===== src/rtl/gate_seq_pkg.sv =====
// Shared definitions for the gate vector sequencer.
//   - state_e   : sequencer FSM states
//   - *_B       : bit positions of each gate inside gate_out
//   - NUM_VEC   : number of (a,b) input combinations applied per run
//   - EXP_TABLE : expected gate_out for each vector index (a,b) = 00, 01, 10, 11
//   - CNT_W     : width of the dwell counter (covers DWELL up to 65535)
package gate_seq_pkg;

  typedef enum logic [1:0] {
    StIdle,
    StRun,
    StDone
  } state_e;

  localparam int unsigned NOT_B  = 6;
  localparam int unsigned NAND_B = 5;
  localparam int unsigned NOR_B  = 4;
  localparam int unsigned AND_B  = 3;
  localparam int unsigned OR_B   = 2;
  localparam int unsigned XOR_B  = 1;
  localparam int unsigned XNOR_B = 0;

  localparam int unsigned NUM_VEC = 4;
  localparam int unsigned CNT_W   = 16;

  // Packed so element [i] is the expected value for vector i ("not" observes a).
  localparam logic [NUM_VEC-1:0][6:0] EXP_TABLE = {7'h0D, 7'h26, 7'h66, 7'h71};

endpackage


===== src/rtl/dwell_timer.sv =====
// Per-vector cycle counter for the gate vector sequencer.
// Parameters: DWELL (cycles per vector), SETTLE (cycles before sampling).
// Ports:
//   i_clk       rising-edge clock
//   i_rst_n     asynchronous active-low reset
//   i_clr       synchronous clear to 0 (start of a run)
//   i_en        count enable (sequencer in RUN)
//   o_at_settle strobe: this edge is the sample edge of the current vector
//   o_at_end    strobe: this edge ends the current vector's dwell
module dwell_timer
  import gate_seq_pkg::*;
#(
  parameter int unsigned DWELL  = 100,
  parameter int unsigned SETTLE = 10
) (
  input  logic i_clk,
  input  logic i_rst_n,
  input  logic i_clr,
  input  logic i_en,
  output logic o_at_settle,
  output logic o_at_end
);

  logic [CNT_W-1:0] r_cnt;
  logic [CNT_W-1:0] w_cnt_d;

  // r_cnt holds k during cycle k of a vector, so the edge closing cycle SETTLE-1
  // lies SETTLE cycles after the vector was applied.
  assign o_at_end    = i_en && (r_cnt == CNT_W'(DWELL - 1));
  assign o_at_settle = i_en && (r_cnt == CNT_W'(SETTLE - 1));

  always_comb begin
    w_cnt_d = r_cnt;
    if (i_clr) begin
      w_cnt_d = '0;
    end else if (i_en) begin
      w_cnt_d = o_at_end ? '0 : r_cnt + CNT_W'(1);
    end
  end

  always_ff @(posedge i_clk or negedge i_rst_n) begin
    if (!i_rst_n) begin
      r_cnt <= '0;
    end else begin
      r_cnt <= w_cnt_d;
    end
  end

endmodule


===== src/rtl/gate_vector_sequencer.sv =====
// Clocked stimulus/response checker for the not/nand/nor/and/or/xor/xnor gate set.
// Applies (a,b) = 00, 01, 10, 11 for DWELL cycles each, samples gate_out SETTLE
// cycles into every vector, and reports a pass/fail verdict.
// Optional feature macro: GATE_SEQ_ERR_LOG_EN adds first-failure logging ports.
// Ports:
//   i_clk, i_rst_n        clock, asynchronous active-low reset
//   i_start               begin a run (ignored while busy)
//   i_gate_out[6:0]       observed gate outputs: not,nand,nor,and,or,xor,xnor
//   o_a, o_b              registered stimulus
//   o_busy, o_done        run in progress / verdict held
//   o_pass                all four vectors matched (valid while done)
//   o_fail_mask[3:0]      bit i set when vector i mismatched
//   o_err_count[2:0]      number of mismatching vectors
//   o_first_fail_vec[1:0] earliest mismatching vector (GATE_SEQ_ERR_LOG_EN only)
//   o_first_fail_obs[6:0] gate_out seen at that vector (GATE_SEQ_ERR_LOG_EN only)
module gate_vector_sequencer
  import gate_seq_pkg::*;
#(
  parameter int unsigned DWELL  = 100,
  parameter int unsigned SETTLE = 10
) (
  input  logic       i_clk,
  input  logic       i_rst_n,
  input  logic       i_start,
  input  logic [6:0] i_gate_out,
  output logic       o_a,
  output logic       o_b,
  output logic       o_busy,
  output logic       o_done,
  output logic       o_pass,
  output logic [3:0] o_fail_mask,
  output logic [2:0] o_err_count
`ifdef GATE_SEQ_ERR_LOG_EN
  ,
  output logic [1:0] o_first_fail_vec,
  output logic [6:0] o_first_fail_obs
`endif
);

  if (DWELL < 2 || DWELL > 65535 || SETTLE < 1 || SETTLE > DWELL - 1) begin : g_param_check
    $error("gate_vector_sequencer: need 2 <= DWELL <= 65535 and 1 <= SETTLE <= DWELL-1");
  end

  state_e     r_state, w_state_d;
  logic [1:0] r_vec, w_vec_d;
  logic       r_a, w_a_d;
  logic       r_b, w_b_d;
  logic       r_pass, w_pass_d;
  logic [3:0] r_fail_mask, w_fail_mask_d;
  logic [2:0] r_err_count, w_err_count_d;
`ifdef GATE_SEQ_ERR_LOG_EN
  logic [1:0] r_ffv, w_ffv_d;
  logic [6:0] r_ffo, w_ffo_d;
`endif

  logic w_clr;
  logic w_run;
  logic w_at_settle;
  logic w_at_end;
  logic w_mismatch;

  assign w_run = (r_state == StRun);

  dwell_timer #(
    .DWELL (DWELL),
    .SETTLE(SETTLE)
  ) u_dwell_timer (
    .i_clk      (i_clk),
    .i_rst_n    (i_rst_n),
    .i_clr      (w_clr),
    .i_en       (w_run),
    .o_at_settle(w_at_settle),
    .o_at_end   (w_at_end)
  );

  // Case inequality so an X/Z bit on gate_out is flagged in simulation.
  assign w_mismatch = (i_gate_out !== EXP_TABLE[r_vec]);

  always_comb begin
    w_state_d     = r_state;
    w_vec_d       = r_vec;
    w_a_d         = r_a;
    w_b_d         = r_b;
    w_pass_d      = r_pass;
    w_fail_mask_d = r_fail_mask;
    w_err_count_d = r_err_count;
    w_clr         = 1'b0;
`ifdef GATE_SEQ_ERR_LOG_EN
    w_ffv_d       = r_ffv;
    w_ffo_d       = r_ffo;
`endif
    unique case (r_state)
      StIdle, StDone: begin
        if (i_start) begin
          w_state_d     = StRun;
          w_vec_d       = 2'd0;
          w_a_d         = 1'b0;
          w_b_d         = 1'b0;
          w_pass_d      = 1'b0;
          w_fail_mask_d = '0;
          w_err_count_d = '0;
          w_clr         = 1'b1;
`ifdef GATE_SEQ_ERR_LOG_EN
          w_ffv_d       = '0;
          w_ffo_d       = '0;
`endif
        end
      end
      StRun: begin
        if (w_at_settle && w_mismatch) begin
          w_fail_mask_d[r_vec] = 1'b1;
          w_err_count_d        = r_err_count + 3'd1;
`ifdef GATE_SEQ_ERR_LOG_EN
          if (r_err_count == '0) begin
            w_ffv_d = r_vec;
            w_ffo_d = i_gate_out;
          end
`endif
        end
        if (w_at_end) begin
          if (r_vec == 2'(NUM_VEC - 1)) begin
            w_state_d = StDone;
            w_a_d     = 1'b0;
            w_b_d     = 1'b0;
            w_pass_d  = (w_err_count_d == '0);
          end else begin
            w_vec_d = r_vec + 2'd1;
            w_a_d   = w_vec_d[1];
            w_b_d   = w_vec_d[0];
          end
        end
      end
      default: w_state_d = StIdle;
    endcase
  end

  always_ff @(posedge i_clk or negedge i_rst_n) begin
    if (!i_rst_n) begin
      r_state     <= StIdle;
      r_vec       <= 2'd0;
      r_a         <= 1'b0;
      r_b         <= 1'b0;
      r_pass      <= 1'b0;
      r_fail_mask <= '0;
      r_err_count <= '0;
`ifdef GATE_SEQ_ERR_LOG_EN
      r_ffv       <= '0;
      r_ffo       <= '0;
`endif
    end else begin
      r_state     <= w_state_d;
      r_vec       <= w_vec_d;
      r_a         <= w_a_d;
      r_b         <= w_b_d;
      r_pass      <= w_pass_d;
      r_fail_mask <= w_fail_mask_d;
      r_err_count <= w_err_count_d;
`ifdef GATE_SEQ_ERR_LOG_EN
      r_ffv       <= w_ffv_d;
      r_ffo       <= w_ffo_d;
`endif
    end
  end

  assign o_a         = r_a;
  assign o_b         = r_b;
  assign o_busy      = w_run;
  assign o_done      = (r_state == StDone);
  assign o_pass      = r_pass;
  assign o_fail_mask = r_fail_mask;
  assign o_err_count = r_err_count;
`ifdef GATE_SEQ_ERR_LOG_EN
  assign o_first_fail_vec = r_ffv;
  assign o_first_fail_obs = r_ffo;
`endif

endmodule

===== config.mk =====
export PLATFORM = sky130hd
export DESIGN_NAME = gate_vector_sequencer
export DESIGN_NICKNAME = d
export VERILOG_FILES = /design/src/rtl/gate_seq_pkg.sv /design/src/rtl/dwell_timer.sv /design/src/rtl/gate_vector_sequencer.sv
export SDC_FILE = /design/constraint.sdc
export NUM_CORES = 1
export LEC_CHECK = 0
export ABC_AREA = 1
export BUFFER_PORTS_ARGS = -buffer_cell sky130_fd_sc_hd__buf_2
export CORE_MARGIN = 2
export CORE_UTILIZATION = 52
export CTS_CLUSTER_SIZE = 12
export DETAILED_ROUTE_END_ITERATION = 7
export PLACE_DENSITY = 0.84
export SYNTH_ARGS = -nofsm -noshare
export SYNTH_HDL_FRONTEND = slang
export SYNTH_SLANG_ARGS = --single-unit

===== constraint.sdc =====
create_clock -name i_clk -period 1.81 [get_ports i_clk]
set_clock_uncertainty 0.05 [all_clocks]
set_input_delay 0.362 -clock i_clk [delete_from_list [all_inputs] [get_ports i_clk]]
set_output_delay 0.362 -clock i_clk [all_outputs]
set_load 0.05 [all_outputs]

**Yosys cells after proc, flatten, opt, wreduce, memory -nomap -nowiden**

Cells that the tools add are included.

- Add/subtract/negate cells: 3
- Order comparisons: 2
- Equal/unequal tests: 11
- Multiplexer cells: 34
- Bitwise logic cells: 1
- Reductions and logical operators: 15

Operators by type and width:

| operator | number |
|---|---|
| 2-to-1 mux 16 bit | 3 |
| adder 16 x 1 -> 16 bit, second input constant | 1 |
| == test 16 x 4 -> 1 bit, second input constant | 1 |
| == test 16 x 7 -> 1 bit, second input constant | 1 |
| binary-select mux 7 bit (select 2 bit) | 1 |
| 2-to-1 mux 2 bit | 6 |
| 2-to-1 mux 1 bit | 10 |
| != test 2 bit, second input constant | 5 |
| 2-to-1 mux 3 bit | 3 |
| AND reduction 3 bit | 3 |
| 2-to-1 mux 4 bit | 2 |
| one-hot mux 2 bit (2 select lines) | 2 |
| one-hot mux 4 bit (2 select lines) | 1 |
| AND reduction 4 bit | 2 |
| 2-to-1 mux 7 bit | 1 |
| !== test 7 bit | 1 |
| one-hot mux 1 bit (2 select lines) | 3 |
| one-hot mux 3 bit (2 select lines) | 1 |
| == test 2 bit, second input constant | 2 |
| logical AND 1 bit | 4 |
| OR 4 bit | 1 |
| nonzero test 2 bit | 2 |
| adder 3 x 1 -> 3 bit, second input constant | 1 |
| zero test 3 bit | 1 |
| other kinds (8) | 8 |

- Register bits: 30
- Input bits: 10
- Output and inout bits: 12
- Word-level logic and storage cells: 74

**Depth between registers and ports, before layout**

- Word-level depth: 10
- Depth in mapped cells: 14
- Gate-level depth less buffers: 14

**Hierarchy**

A second synthesis with hierarchy kept.

- Cell total of the unflattened synthesis: 284
- Area total of the unflattened synthesis: 2078.2 µm²

By module, submodules not included:

| module | instances | cells each | area an instance (µm²) | seq. area each (µm²) |
|---|---|---|---|---|
| dwell_timer | 1 | 152 | 1147.4 | 400.4 |
| gate_vector_sequencer | 1 | 132 | 930.9 | 350.3 |

**Worst setup path after synthesis**

Ideal clock, no wire load.

- Path type: register to register
- Start: reg r_vec[0]
- End: reg r_pass (netlist: o_pass)
- Library setup time: 0.120 ns
- Arrival: 1.575 ns
- Required time: 1.640 ns
- Slack: 0.065 ns
- Cell stages (with the launch flop): 13
- Buffers on the path: 0
- Clock period less this slack: 1.745 ns
- Path through: dfrtp_1 -> inv_1 -> ha_1 -> inv_1 -> nand2_1 -> nand2_1 -> nor2_1 -> nand2_1 -> nand2_1 -> nand2_1 -> and2_1 -> nand3_1 -> nand2_1

- Cells in the longest elaborated chain, start to end: 10
- Elaborated cells between the ends (all ways): 13
- Those cells by class: 3 x eq/ne; 7 x mux; 3 x reduce/logical

Ends and longest elaborated chain:

| what | line | source |
|---|---|---|
| start, declared | gate_vector_sequencer.sv:45 | `logic [1:0] r_vec, w_vec_d;` |
| start signal, assigned | gate_vector_sequencer.sv:152 | `r_vec <= w_vec_d;` |
| binary-select mux 7 bit (select 2 bit) | gate_vector_sequencer.sv:77 | `assign w_mismatch = (i_gate_out !== EXP_TABLE[r_vec]);` |
| 2-to-1 mux 7 bit (not written as such) | gate_vector_sequencer.sv:77 |  |
| !== test 7 bit | gate_vector_sequencer.sv:77 |  |
| logical AND 1 bit | gate_vector_sequencer.sv:110 | `if (w_at_settle && w_mismatch) begin` |
| 2-to-1 mux 3 bit | gate_vector_sequencer.sv:110 |  |
| 2-to-1 mux 3 bit | gate_vector_sequencer.sv:92 | `unique case (r_state)` |
| zero test 3 bit | gate_vector_sequencer.sv:125 | `w_pass_d = (w_err_count_d == '0);` |
| 2-to-1 mux 1 bit | gate_vector_sequencer.sv:121 | `if (r_vec == 2'(NUM_VEC - 1)) begin` |
| 2-to-1 mux 1 bit | gate_vector_sequencer.sv:120 | `if (w_at_end) begin` |
| one-hot mux 1 bit (2 select lines) | gate_vector_sequencer.sv:92 |  |
| end signal, assigned | gate_vector_sequencer.sv:155 | `r_pass <= w_pass_d;` |
| end, declared | gate_vector_sequencer.sv:48 | `logic r_pass, w_pass_d;` |

Parallel ways exist; a longest one is shown, timed or not. The select of a mux whose other input is x is not followed.
A chain may end at the register's enable or synchronous reset.

**Worst setup path in the final report**

Same ends and word-level chain as after synthesis.

==> qor.csv <==
metric,value,unit
place_area,0.00211,sq mm
die_h,64.4,um
port_buffers,21,
cts_hold_buf,0,
synth_compound_area_share,12.7,%
postLayoutCellArea,0.00234,sq mm
relSlewSlack,55.6,%
synth_top_cell_by_area,dfrtp_1,
grt_pass1_wl,7.19,mm
rows,21,
clockBufferDepth,2,
crit_arrival,1.94,ns
cp-end-kind,register,
core_area,0.00342,sq mm
synth_area,0.00189,sq mm
htreeDepth,2,
fill_cells,285,
floorplan.initialDensity,55.5,%
antenna-diode-count,0,
required,1.99,ns
synthFlopType,dfrtp_1,
cts_sinks,30,
place_inst,328,
tightest_slew,0.666,ns
powerDensity,1000,mW/mm^2
violations,hold timing,
fin_hold_ws,-0.00207,ns
postSynthCellCount,254,
dieArea,0.00414,sq mm
min_period,1.76,ns
ys_ff_latch,30,
cp_max_fo,5,
ir_drop,0.569,mV
synth-edff-count,0,
antenna_found_initial,0,
io_pins,22,
drc_errors,0,
cts_root_buffer,clkbuf_4,
fin_crit_sh,97.2,%
finalSetupTns,0,ns
status,"complete, but fails checks",
synthArstFlopShare,100,%
clock_latency,0.33,ns
final_cells,342,
critPathMaxStageDelay,0.43,ns
routabilityCongestion,0.911,
final_cell_mix,"66 x nand2_1, 29 x inv_1, 27 x dfrtp_1, 20 x buf_2, 16 x nor2_1",
synth_top_family_by_area,simple AND/OR/NAND/NOR gates,
grt.total_usage,22.5,%
cpMaxStageDelayCell,dfrtp_2,
synthAdderAreaFrac,5.94,%
ant_nets,0,
grt_max_degree,31,
yosysWarnings,0,
via_count,1784,
overflow,0,
wl,4.30,mm
cap_viol_max_count,0,
synth_area_per_cell,7.46,sq um
nNetsFinal,315,
finish.utilization,68.6,%
rsz0062_at_grt,true,
cts_tree,done,
cts.clk_slew.worst_paths,0.10,ns
setup_violations,0,
critPathMostFrequentCell,nand2_1,
area_growth,23.7,%
p_leak,0.00118,uW
start_kind,register,
synthMuxAreaShare,0,%
synth_simple_gate_area_share,30.6,%
synth_nets,273,
synth_xor_xnor_area_share,2.31,%
via_per_inst,5.22,
synth_top_area_share,39.6,%
hpwl,3.08,mm
drv_slew,0,
drt_iter0_drc,106,
crit_chain,inv_2 > ha_4 > inv_1 > nand2_1 > nand2_1 > nor2_2 > nand2_2 > nand2_4 > nand2_1 > and2_4 > nand3_1 > nand2_1,
grt_pass1_vias,1695,
hp-class,primary input to async pin,
fmax,0.568,GHz
seq_area_frac_synth,39.6,%
drt_first_pass_iters,4,
cts_made_buffers,5,
final_common_cell,nand2_1,
fp.dieW,64.4,um
path_class,register to register,
wl_per_cell,12.6,um
layout-drive-gt1-share,30.4,%
yosysUniqueCellTypes,33,
synth_area_leaders,"dfrtp_1 40%, nand2_1 14%, inv_1 6.7%",
final_hold_viol_count,3,
-- routing by layer --
layer	global-route usage, %	up-vias	part of all wire (%)	wire [um]
met3	4.05	6	4.3	183
li1	-	897	-	-
met4	11.2	0	1.5	64
met1	27.0	844	45	1910
met5	0	-	0	0
met2	38.8	37	50	2140
-- cell families after synthesis --
group	after synthesis
and+or+nand+nor	126
AOI/OAI and AO/OA	42
buffers and inverters	42
DFF	30
adders and majority gates	9
xor gates and xnor gates	5
-- timing repair --
action | CTS | global route
pin swaps | 0 | 12
resized for setup | 3 | 29
setup buffers | 0 | 7
endpoints found under the setup margin | 3 | 11
-- power by group --
| group | switching (uW) | internal [uW] |
|---|---|---|
| Sequential | 166 | 816 |
| Combinational | 492 | 321 |
| Clock | 234 | 321 |
| Total | 891 | 1460 |
-- metrics by stage --
step	power [uW]	worst slack [ns]
5_1_grt	2520	-0.0735
4_1_cts	2260	0.00343
2_1_floorplan	1500	0.0652
6_report	2350	0.0502
3_5_place_dp	1710	-0.0332
3_3_place_gp	1680	0.0335
-- cell type report --
cell class                      count  area, sq um  share of cell area [%]
Tap cell                           46         57.6                    2.46
Timing Repair Buffer               37          239                    10.2
Clock buffer                        6         51.3                    2.19
Clock inverter                      1         30.0                    1.28
Multi-Input combinational cell    182         1060                    45.2
Sequential cell                    30          754                    32.2
Inverter                           40          151                    6.46
-- registers in the layout, summed over array words and instances, names as in the netlist --
register / cells
o_a: 1
o_b: 1
o_err_count: 3
o_fail_mask: 4
o_pass: 1
r_state: 2
r_vec: 2
u_dwell_timer.r_cnt: 16
-- synth_stat cells (2+ instances only) --
master	n
inv_2	3
inv_1	34
o21ai_0	10
nand3_2	3
nand2_2	4
nor2_2	4
o21ai_1	11
xor2_1	3
o22ai_1	5
a21oi_1	9
nand2_1	70
xnor2_1	2
nor2_4	2
nand4_1	4
nand3_1	15
dfrtp_1	30
ha_1	9
nor2_1	20
clkinv_1	2
-- worst max-delay path, delay by kind of cell, from the launching register on --
family | cells | cell delay (ns)
DFF | 1 | 0.43
adders and majority gates | 1 | 0.27
and+or+nand+nor | 9 | 0.81
buffers and inverters | 2 | 0.13
-- worst paths after layout --
kind,start,to,slack [ns],cells after the start
worst max-delay path,r_vec[0]$_DFFE_PN0P_,o_pass$_DFFE_PN0P_,0.05,12
worst min-delay path,i_rst_n,u_dwell_timer.r_cnt[5]$_DFFE_PN0P_,-0.002,1
worst max register to register,r_vec[0]$_DFFE_PN0P_,o_pass$_DFFE_PN0P_,0.05,12
worst min register to register,o_fail_mask[0]$_DFFE_PN0P_,o_fail_mask[0]$_DFFE_PN0P_,0.45,1
max in group asynchronous,i_rst_n,u_dwell_timer.r_cnt[1]$_DFFE_PN0P_,1.24,1
min in group i_clk,i_start,r_state[0]$_DFFE_PN0P_,0.36,3
No activity file was read; power rests on OpenSTA's default activity.
